## src/rtl/mem_loader_if.sv

```systemverilog
// Bundle of every signal between the memory loader, its host and the cpu's
// external memory/enable ports. The loader connects through `master`;
// whatever sits on the far side (host + cpu, or a bench) uses `slave`.
interface mem_loader_if;
  // host command channel
  logic        cmd_valid;
  logic        cmd_ready;
  logic [1:0]  cmd_op;
  logic [31:0] cmd_addr;
  logic [31:0] cmd_data;
  // host response channel and status
  logic        rsp_valid;
  logic        rsp_ready;
  logic [31:0] rsp_data;
  logic        busy;
  logic        run_done;
  // cpu execution enable
  logic        enable;
  // instruction memory external port
  logic [31:0] addr_ext;
  logic        wen_ext;
  logic        ren_ext;
  logic [31:0] wdata_ext;
  logic [31:0] rdata_ext;
  // data memory external port
  logic [31:0] addr_ext_2;
  logic        wen_ext_2;
  logic        ren_ext_2;
  logic [31:0] wdata_ext_2;
  logic [31:0] rdata_ext_2;

  modport master (
    input  cmd_valid, cmd_op, cmd_addr, cmd_data, rsp_ready,
    input  rdata_ext, rdata_ext_2,
    output cmd_ready, rsp_valid, rsp_data, busy, run_done, enable,
    output addr_ext, wen_ext, ren_ext, wdata_ext,
    output addr_ext_2, wen_ext_2, ren_ext_2, wdata_ext_2
  );

  modport slave (
    output cmd_valid, cmd_op, cmd_addr, cmd_data, rsp_ready,
    output rdata_ext, rdata_ext_2,
    input  cmd_ready, rsp_valid, rsp_data, busy, run_done, enable,
    input  addr_ext, wen_ext, ren_ext, wdata_ext,
    input  addr_ext_2, wen_ext_2, ren_ext_2, wdata_ext_2
  );
endinterface

```

## src/rtl/mem_loader.sv

```systemverilog
// Host-side initiator for the cpu: turns host commands into single
// transactions on the IMEM/DMEM external ports, returns DMEM read data and
// gates the cpu enable for a counted number of cycles.
module mem_loader #(
  parameter int RD_LAT = 1,   // DMEM read latency in cycles, 1..3
  parameter int CNT_W  = 16   // run-cycle counter width
) (
  input logic          clk,
  input logic          arst_n,
  mem_loader_if.master bus
);

  localparam logic [1:0] OP_WR_I = 2'b00;
  localparam logic [1:0] OP_WR_D = 2'b01;
  localparam logic [1:0] OP_RD   = 2'b10;
  localparam logic [1:0] OP_RUN  = 2'b11;

  localparam logic [1:0] LAT_LAST = 2'(RD_LAT - 1);

  typedef enum logic [2:0] {
    IDLE = 3'd0,
    WR_I = 3'd1,
    WR_D = 3'd2,
    RD   = 3'd3,
    RESP = 3'd4,
    RUN  = 3'd5,
    DONE = 3'd6
  } state_t;

  state_t           state;
  state_t           state_nxt;
  logic [31:0]      addr_q;
  logic [31:0]      data_q;
  logic [CNT_W-1:0] cnt;
  logic [1:0]       lat;
  logic [31:0]      rsp_q;
  logic             accept;

  // Clamp a requested run length to the largest value the counter holds.
  function automatic logic [CNT_W-1:0] sat_cnt(input logic [31:0] req);
    logic [CNT_W-1:0] max_val;
    max_val = '1;
    if (64'(req) > 64'(max_val)) return max_val;
    return CNT_W'(req);
  endfunction

  assign accept = (state == IDLE) && bus.cmd_valid;

  // State register; reset returns to IDLE, which drops every strobe at once.
  always_ff @(posedge clk or negedge arst_n) begin
    if (!arst_n) state <= IDLE;
    else         state <= state_nxt;
  end

  // Next-state decode.
  always_comb begin
    state_nxt = state;
    case (state)
      IDLE: begin
        if (bus.cmd_valid) begin
          case (bus.cmd_op)
            OP_WR_I: state_nxt = WR_I;
            OP_WR_D: state_nxt = WR_D;
            OP_RD:   state_nxt = RD;
            OP_RUN:  state_nxt = (bus.cmd_data == 32'd0) ? DONE : RUN;
            default: state_nxt = IDLE;
          endcase
        end
      end
      WR_I:    state_nxt = IDLE;
      WR_D:    state_nxt = IDLE;
      RD:      if (lat == LAT_LAST) state_nxt = RESP;
      RESP:    if (bus.rsp_ready) state_nxt = IDLE;
      // cnt==0 cannot occur here, but leaving on it avoids a 2^CNT_W wrap
      RUN:     if (cnt <= CNT_W'(1)) state_nxt = DONE;
      DONE:    state_nxt = IDLE;
      default: state_nxt = IDLE;
    endcase
  end

  // Command capture, read-latency counter, run counter and read-data capture.
  always_ff @(posedge clk or negedge arst_n) begin
    if (!arst_n) begin
      addr_q <= '0;
      data_q <= '0;
      cnt    <= '0;
      lat    <= '0;
      rsp_q  <= '0;
    end else begin
      if (accept) begin
        addr_q <= bus.cmd_addr;
        data_q <= bus.cmd_data;
        lat    <= '0;
        if (bus.cmd_op == OP_RUN) cnt <= sat_cnt(bus.cmd_data);
      end
      if (state == RD) begin
        if (lat == LAT_LAST) rsp_q <= bus.rdata_ext_2;
        else                 lat   <= lat + 2'd1;
      end
      if (state == RUN) cnt <= cnt - CNT_W'(1);
    end
  end

  // Outputs decoded from state only; each port is zero outside its own state.
  always_comb begin
    bus.cmd_ready   = 1'b0;
    bus.busy        = 1'b1;
    bus.rsp_valid   = 1'b0;
    bus.run_done    = 1'b0;
    bus.enable      = 1'b0;
    bus.addr_ext    = '0;
    bus.wen_ext     = 1'b0;
    bus.ren_ext     = 1'b0;
    bus.wdata_ext   = '0;
    bus.addr_ext_2  = '0;
    bus.wen_ext_2   = 1'b0;
    bus.ren_ext_2   = 1'b0;
    bus.wdata_ext_2 = '0;
    case (state)
      IDLE: begin
        bus.cmd_ready = 1'b1;
        bus.busy      = 1'b0;
      end
      WR_I: begin
        bus.wen_ext   = 1'b1;
        bus.addr_ext  = addr_q;
        bus.wdata_ext = data_q;
      end
      WR_D: begin
        bus.wen_ext_2   = 1'b1;
        bus.addr_ext_2  = addr_q;
        bus.wdata_ext_2 = data_q;
      end
      RD: begin
        bus.ren_ext_2  = 1'b1;
        bus.addr_ext_2 = addr_q;
      end
      RESP:    bus.rsp_valid = 1'b1;
      RUN:     bus.enable    = 1'b1;
      DONE:    bus.run_done  = 1'b1;
      default: ;
    endcase
  end

  assign bus.rsp_data = rsp_q;

endmodule

```

## src/flat_wrapper.sv

```systemverilog
// flat-port wrapper written by rule: the top's interface ports become plain ports
module mem_loader_flat 
#(
  parameter int RD_LAT = 1,                                       
  parameter int CNT_W  = 16                             
)
  (clk, arst_n, bus_cmd_valid, bus_cmd_op, bus_cmd_addr, bus_cmd_data, bus_rsp_ready, bus_rdata_ext, bus_rdata_ext_2, bus_cmd_ready, bus_rsp_valid, bus_rsp_data, bus_busy, bus_run_done, bus_enable, bus_addr_ext, bus_wen_ext, bus_ren_ext, bus_wdata_ext, bus_addr_ext_2, bus_wen_ext_2, bus_ren_ext_2, bus_wdata_ext_2);
  mem_loader_if bus_i ();
  input logic clk;
  input logic arst_n;
  input wire logic [$bits(bus_i.cmd_valid)-1:0] bus_cmd_valid;
  input wire logic [$bits(bus_i.cmd_op)-1:0] bus_cmd_op;
  input wire logic [$bits(bus_i.cmd_addr)-1:0] bus_cmd_addr;
  input wire logic [$bits(bus_i.cmd_data)-1:0] bus_cmd_data;
  input wire logic [$bits(bus_i.rsp_ready)-1:0] bus_rsp_ready;
  input wire logic [$bits(bus_i.rdata_ext)-1:0] bus_rdata_ext;
  input wire logic [$bits(bus_i.rdata_ext_2)-1:0] bus_rdata_ext_2;
  output wire logic [$bits(bus_i.cmd_ready)-1:0] bus_cmd_ready;
  output wire logic [$bits(bus_i.rsp_valid)-1:0] bus_rsp_valid;
  output wire logic [$bits(bus_i.rsp_data)-1:0] bus_rsp_data;
  output wire logic [$bits(bus_i.busy)-1:0] bus_busy;
  output wire logic [$bits(bus_i.run_done)-1:0] bus_run_done;
  output wire logic [$bits(bus_i.enable)-1:0] bus_enable;
  output wire logic [$bits(bus_i.addr_ext)-1:0] bus_addr_ext;
  output wire logic [$bits(bus_i.wen_ext)-1:0] bus_wen_ext;
  output wire logic [$bits(bus_i.ren_ext)-1:0] bus_ren_ext;
  output wire logic [$bits(bus_i.wdata_ext)-1:0] bus_wdata_ext;
  output wire logic [$bits(bus_i.addr_ext_2)-1:0] bus_addr_ext_2;
  output wire logic [$bits(bus_i.wen_ext_2)-1:0] bus_wen_ext_2;
  output wire logic [$bits(bus_i.ren_ext_2)-1:0] bus_ren_ext_2;
  output wire logic [$bits(bus_i.wdata_ext_2)-1:0] bus_wdata_ext_2;
  assign bus_i.cmd_valid = bus_cmd_valid;
  assign bus_i.cmd_op = bus_cmd_op;
  assign bus_i.cmd_addr = bus_cmd_addr;
  assign bus_i.cmd_data = bus_cmd_data;
  assign bus_i.rsp_ready = bus_rsp_ready;
  assign bus_i.rdata_ext = bus_rdata_ext;
  assign bus_i.rdata_ext_2 = bus_rdata_ext_2;
  assign bus_cmd_ready = bus_i.cmd_ready;
  assign bus_rsp_valid = bus_i.rsp_valid;
  assign bus_rsp_data = bus_i.rsp_data;
  assign bus_busy = bus_i.busy;
  assign bus_run_done = bus_i.run_done;
  assign bus_enable = bus_i.enable;
  assign bus_addr_ext = bus_i.addr_ext;
  assign bus_wen_ext = bus_i.wen_ext;
  assign bus_ren_ext = bus_i.ren_ext;
  assign bus_wdata_ext = bus_i.wdata_ext;
  assign bus_addr_ext_2 = bus_i.addr_ext_2;
  assign bus_wen_ext_2 = bus_i.wen_ext_2;
  assign bus_ren_ext_2 = bus_i.ren_ext_2;
  assign bus_wdata_ext_2 = bus_i.wdata_ext_2;
  mem_loader #(.RD_LAT(RD_LAT), .CNT_W(CNT_W)) u_core (.clk(clk), .arst_n(arst_n), .bus(bus_i));
endmodule
```

## config.mk

```make
export PLATFORM = sky130hd
export DESIGN_NAME = mem_loader_flat
export DESIGN_NICKNAME = d
export VERILOG_FILES = /design/src/rtl/mem_loader_if.sv /design/src/rtl/mem_loader.sv /design/src/flat_wrapper.sv
export SDC_FILE = /design/constraint.sdc
export NUM_CORES = 1
export LEC_CHECK = 0
export CORE_UTILIZATION = 43
export DETAILED_ROUTE_END_ITERATION = 6
export HOLD_SLACK_MARGIN = 0.06
export PLACE_DENSITY = 0.91
export SLEW_MARGIN = 10
export SYNTH_ARGS = -nofsm -noshare
export SYNTH_HDL_FRONTEND = slang
export SYNTH_SLANG_ARGS = --single-unit
```

## constraint.sdc

```tcl
create_clock -name clk -period 3.6 [get_ports clk]
set_input_delay 0.72 -clock clk [delete_from_list [all_inputs] [get_ports clk]]
set_output_delay 0.72 -clock clk [all_outputs]
set_load 0.05 [all_outputs]
```

After elaboration in Yosys (flattened, before gate mapping)
Cells that the tools add are included.
- latch bits: 0
- bits in read-only memories: 0
- output and inout bits: 169
- memories: 0
- logic and storage cells: 64
- bits in writable memories: 0
- flip-flop bits (word level): 117
- shifts and indexed selects: 0
- add/subtract/negate cells: 2
- bitwise operators: 0
- equality and inequality tests: 13
- divide/modulo/power cells: 0
- muxes and demuxes: 30
- $mul: 0
- reductions and logical operators: 11
- magnitude comparators: 2
- operators by type and width (cell ; number):
    $mux W32 ; 4
    $mux W16 ; 5
    $gt A32 B16 Y1 const B ; 1
    $logic_not A32 Y1 ; 1
    $pmux W3 S4 ; 2
    $le A16 B1 Y1 const B ; 1
    $sub A16 B1 Y16 const B ; 1
    $mux W3 ; 4
    $mux W1 ; 11
    $eq A3 B3 Y1 const B ; 3
    $mux W2 ; 4
    $eq A3 B2 Y1 const B ; 2
    $eq A2 B2 Y1 const B ; 2
    $logic_not A2 Y1 ; 2
    $ne A2 B1 Y1 const B ; 2
    $ne A2 B2 Y1 const B ; 2
    $reduce_and A2 Y1 ; 2
    $reduce_and A4 Y1 ; 1
    $reduce_bool A2 Y1 ; 2
    $eq A3 B1 Y1 const B ; 1
    $logic_not A3 Y1 ; 1
    $add A2 B1 Y2 const B ; 1
    $eq A2 B1 Y1 const B ; 1
    $reduce_or A2 Y1 ; 1
    $logic_and A1 B1 Y1 ; 1

Longest topological paths before layout
- word-level depth: 8
- depth in mapped cells: 7
- gate-level depth less buffers: 6

Least setup slack after synthesis
Ideal clock, no wire load.
- path type: reg-to-output
- start: register u_core.state[1]
- end: output port bus_wdata_ext[22]
- setup slack: 1160 ps
- buffers on the path: 1
- data arrival time: 1720 ps
- stages on the path, launching flop included: 4
- data required time: 2880 ps
- path through: dfrtp_1 -> nor3_1 -> clkbuf_1 -> and2_1
- cells in the longest elaborated chain, start to end: 2
- RTL lines (element ; line ; text):
    from (decl) ; mem_loader.sv:30 ; state_t state;
    from (signal assigned) ; mem_loader.sv:52 ; else state <= state_nxt;
    $eq A3 B1 Y1 ; mem_loader.sv:119 ; case (state)
    $mux W32 ; mem_loader.sv:119 ;
    to (decl) ; flat_wrapper.sv:27 ; output wire logic [$bits(bus_i.wdata_ext)-1:0] bus_wdata_ext;
No other way between the ends.

Final worst setup path
- start: register u_core.state[0]
- end: output port bus_wdata_ext_2[30]
- cells in the longest elaborated chain, start to end: 2
- RTL lines (element ; line ; text):
    $eq A3 B2 Y1 ; mem_loader.sv:119 ;
    $mux W32 ; mem_loader.sv:119 ;
    to (decl) ; flat_wrapper.sv:31 ; output wire logic [$bits(bus_i.wdata_ext_2)-1:0] bus_wdata_ext_2;
No other way between the ends.

==> impl_metrics.py <==
metrics = {
    "status": {
        "status": "finished, final reports clean",
    },
    "yosys": {
        "synth_top_family_by_area": "simple AND/OR/NAND/NOR gates",
        "synth_edf_count": 0,
        "yosys.area_share.simple": 0.343,
        "syn_nets": 793,
        "synth.avg_cell_area_sq_um": 8.99,
        "synth_cells": 655,
        "syn_area_sq_mm": 0.00589,
        "ys_top_cells_by_area": "dfrtp_1, nand2_1, and2_1",
        "ys.warnings.count": 0,
        "synthXorXnorAreaFrac": 0,
        "synthFlopType": "dfrtp_1",
        "synth_top_area_frac": 0.497,
        "ys_types": 47,
        "synth_most_common_cell": "nand2_1",
        "synth_area_leader_cell": "dfrtp_1",
        "ys_ff_latch": 117,
        "synth_adder_area_share": 0.00850,
        "synth_common_cells": "nand2_1, dfrtp_1, and2_1",
        "seq_area_frac_synth": 0.497,
        "synth-compound-area-share": 0.0527,
        "synthMuxAreaShare": 0.0612,
        "synthArstFlopShare": 1.00,
    },
    "min_path": {
        "hp-class": "in -> async",
    },
    "grt": {
        "grt_pass1_vias": 5951,
        "grt_max_degree": 67,
        "grt_use_total": 0.274,
        "antenna_found_initial": 0,
        "overflow": 0,
        "grt_pass1_wl_um": 30200,
    },
    "clock_tree": {
        "postCtsSetupRepairBufs": 0,
        "clock-root-buffer": "clkbuf_16",
        "htreeDepth": 4,
        "cts_buffer_depth": 2,
        "numCtsBuffers": 17,
        "cts.clk_slew.worst_paths_ns": 0.06,
        "ctsHoldBuffers": 0,
        "clk_latency_ns": 0.42,
        "cts_resized": 0,
        "clock-sinks": 117,
        "cts_tree": "yes",
    },
    "timing": {
        "fin_crit_sh": 0.923,
        "fmax_ghz": 0.301,
        "finalSetupTns_ns": 0,
        "final_hold_viol_count": 0,
        "rsz0062_at_grt": "false",
        "finalSetupViolations": 0,
        "final.min_clock_period_ns": 3.32,
        "clock_skew_ns": 0.00456,
        "maxSlewViolCount": 0,
        "slew_headroom": 0.442,
        "worst_pin_slew_ns": 0.837,
    },
    "placement": {
        "place_area_sq_mm": 0.00913,
        "hpwlAfterDp_um": 13500,
        "place.gp.congestion": 0.928,
        "portBuffers": 269,
    },
    "setup_path": {
        "end_kind": "output pin",
        "crit_arrival_ns": 2.60,
        "worst-path-buf-inv": 2,
        "cpLargestDelayFamily": "buffers and inverters",
        "crit_chain": "inv_2 > and3_1 > clkdlybuf4s50_1",
        "crit_slowest_cell": "clkdlybuf4s50_1",
        "cp.required_ns": 2.88,
        "critPathMaxStageDelay_ns": 0.84,
        "startpoint_type": "flip-flop",
        "cp_max_fo": 37,
        "path_class": "reg -> out",
    },
    "floorplanning": {
        "io_pins": 303,
        "die_h_um": 119,
        "die_area_sq_mm": 0.0142,
        "die_w_um": 119,
        "start_util": 0.443,
        "rows": 42,
        "core_sq_mm": 0.0133,
    },
    "routing": {
        "drc_errors": 0,
        "wl_met3_um": 1360,
        "met2WireLength_um": 9370,
        "num_vias": 5805,
        "highest_layer": "met4",
        "wl_per_cell_um": 17.0,
        "met1Wirelength_um": 7340,
        "viasPerCell": 5.29,
        "first_pass_iters": 5,
        "drt_wl_total_um": 18700,
        "antenna_left": 0,
        "drtIter0Drc": 373,
    },
    "final_layout": {
        "final_area_sq_mm": 0.00976,
        "drive_gt1_frac": 0.168,
        "final_util": 0.734,
        "syn2layout_area_growth_pct": 65.7,
        "nFillCells": 900,
        "n_antenna_cell": 0,
        "nets": 1047,
    },
    "power": {
        "vdd_drop_max_mv": 0.638,
        "p_total_w": 0.00941,
        "leakage_nw": 4.40,
        "p_per_area_mw_per_mm2": 964,
    },
    "job": {
        "max_cap_violations": 0,
    },
}
## cells in the final DEF (no fill, tap or decap), drive strengths merged, types with 2 or more instances in the layout
master / n
a2111oi: 2
a211oi: 10
a21oi: 8
a22o: 2
a311oi: 2
a31oi: 2
and2: 99
and3: 35
buf: 76
bufinv: 4
clkbuf: 17
clkdlybuf4s50: 202
clkinv: 5
clkinvlp: 4
dfrtp: 117
ha: 4
inv: 12
mux2: 32
nand2: 195
nand3: 3
nand4: 3
nor2: 13
nor3: 27
nor4: 11
nor4b: 3
o211ai: 3
o21ai: 7
or3: 7
or4: 3
## final timing paths
| kind | endpoint | start | slack, ns | cells after the start |
|---|---|---|---|---|
| max | bus_wdata_ext_2[30] | u_core.state[0] | 0.28 | 3 |
| min | u_core.addr_q[27] | arst_n | 0.39 | 1 |
| max reg2reg | u_core.cnt[6] | u_core.state[2] | 1.32 | 4 |
| min reg2reg | u_core.data_q[17] | u_core.data_q[17] | 0.48 | 2 |
| max in group asynchronous | u_core.bus.rsp_data[19] | arst_n | 2.42 | 2 |
| min in group clk | u_core.data_q[17] | u_core.data_q[17] | 0.48 | 2 |
## flip-flops by register name (all words and copies together) (netlist names)
register and flops:
u_core.lat 2, u_core.state 3, u_core.data_q 32, u_core.addr_q 32
u_core.bus.rsp_data 32, u_core.cnt 16
## per-stage QoR
step	worst slack [ns]	cells	hold WS, ns
after floorplan	1.16	655	0.424
after global placement	0.723	1066	0.464
after detailed placement	0.661	1066	0.469
after CTS	0.291	1098	0.428
after global routing	0.150	1098	0.459
final	0.278	1098	0.394
## per-layer routing
layer	GRT usage	vias to the layer above
li1	-	2692
met1	0.315	2787
met2	0.468	283
met3	0.0829	43
met4	0.124	0
met5	0	-
## cells by family after synthesis
family                   after synthesis
other                                  1
multiplexers                          32
adder cells (fa/ha/maj)                4
AO/OA/AOI/OAI                         43
flip-flops                           117
buffers and inverters                 53
AND/OR/NAND/NOR                      405
## report_power, final
part           switching [W]  leakage [nW]  internal [W]
sequential          0.000462          1.39       0.00192
combinational        0.00333          2.72       0.00190
clock               0.000634         0.296       0.00116
total                0.00443          4.40       0.00498
## final cells by class
type,instances,area [sq um],area share
well taps,176,220,0.0226
inverters,10,37.5,0.00385
repair buffers,278,3180,0.326
multi-input cells,485,2760,0.283
clock inverters,15,204,0.0209
clock buffers,17,425,0.0436
flip-flops and latches,117,2930,0.300
(Power assumes the default switching activity.)
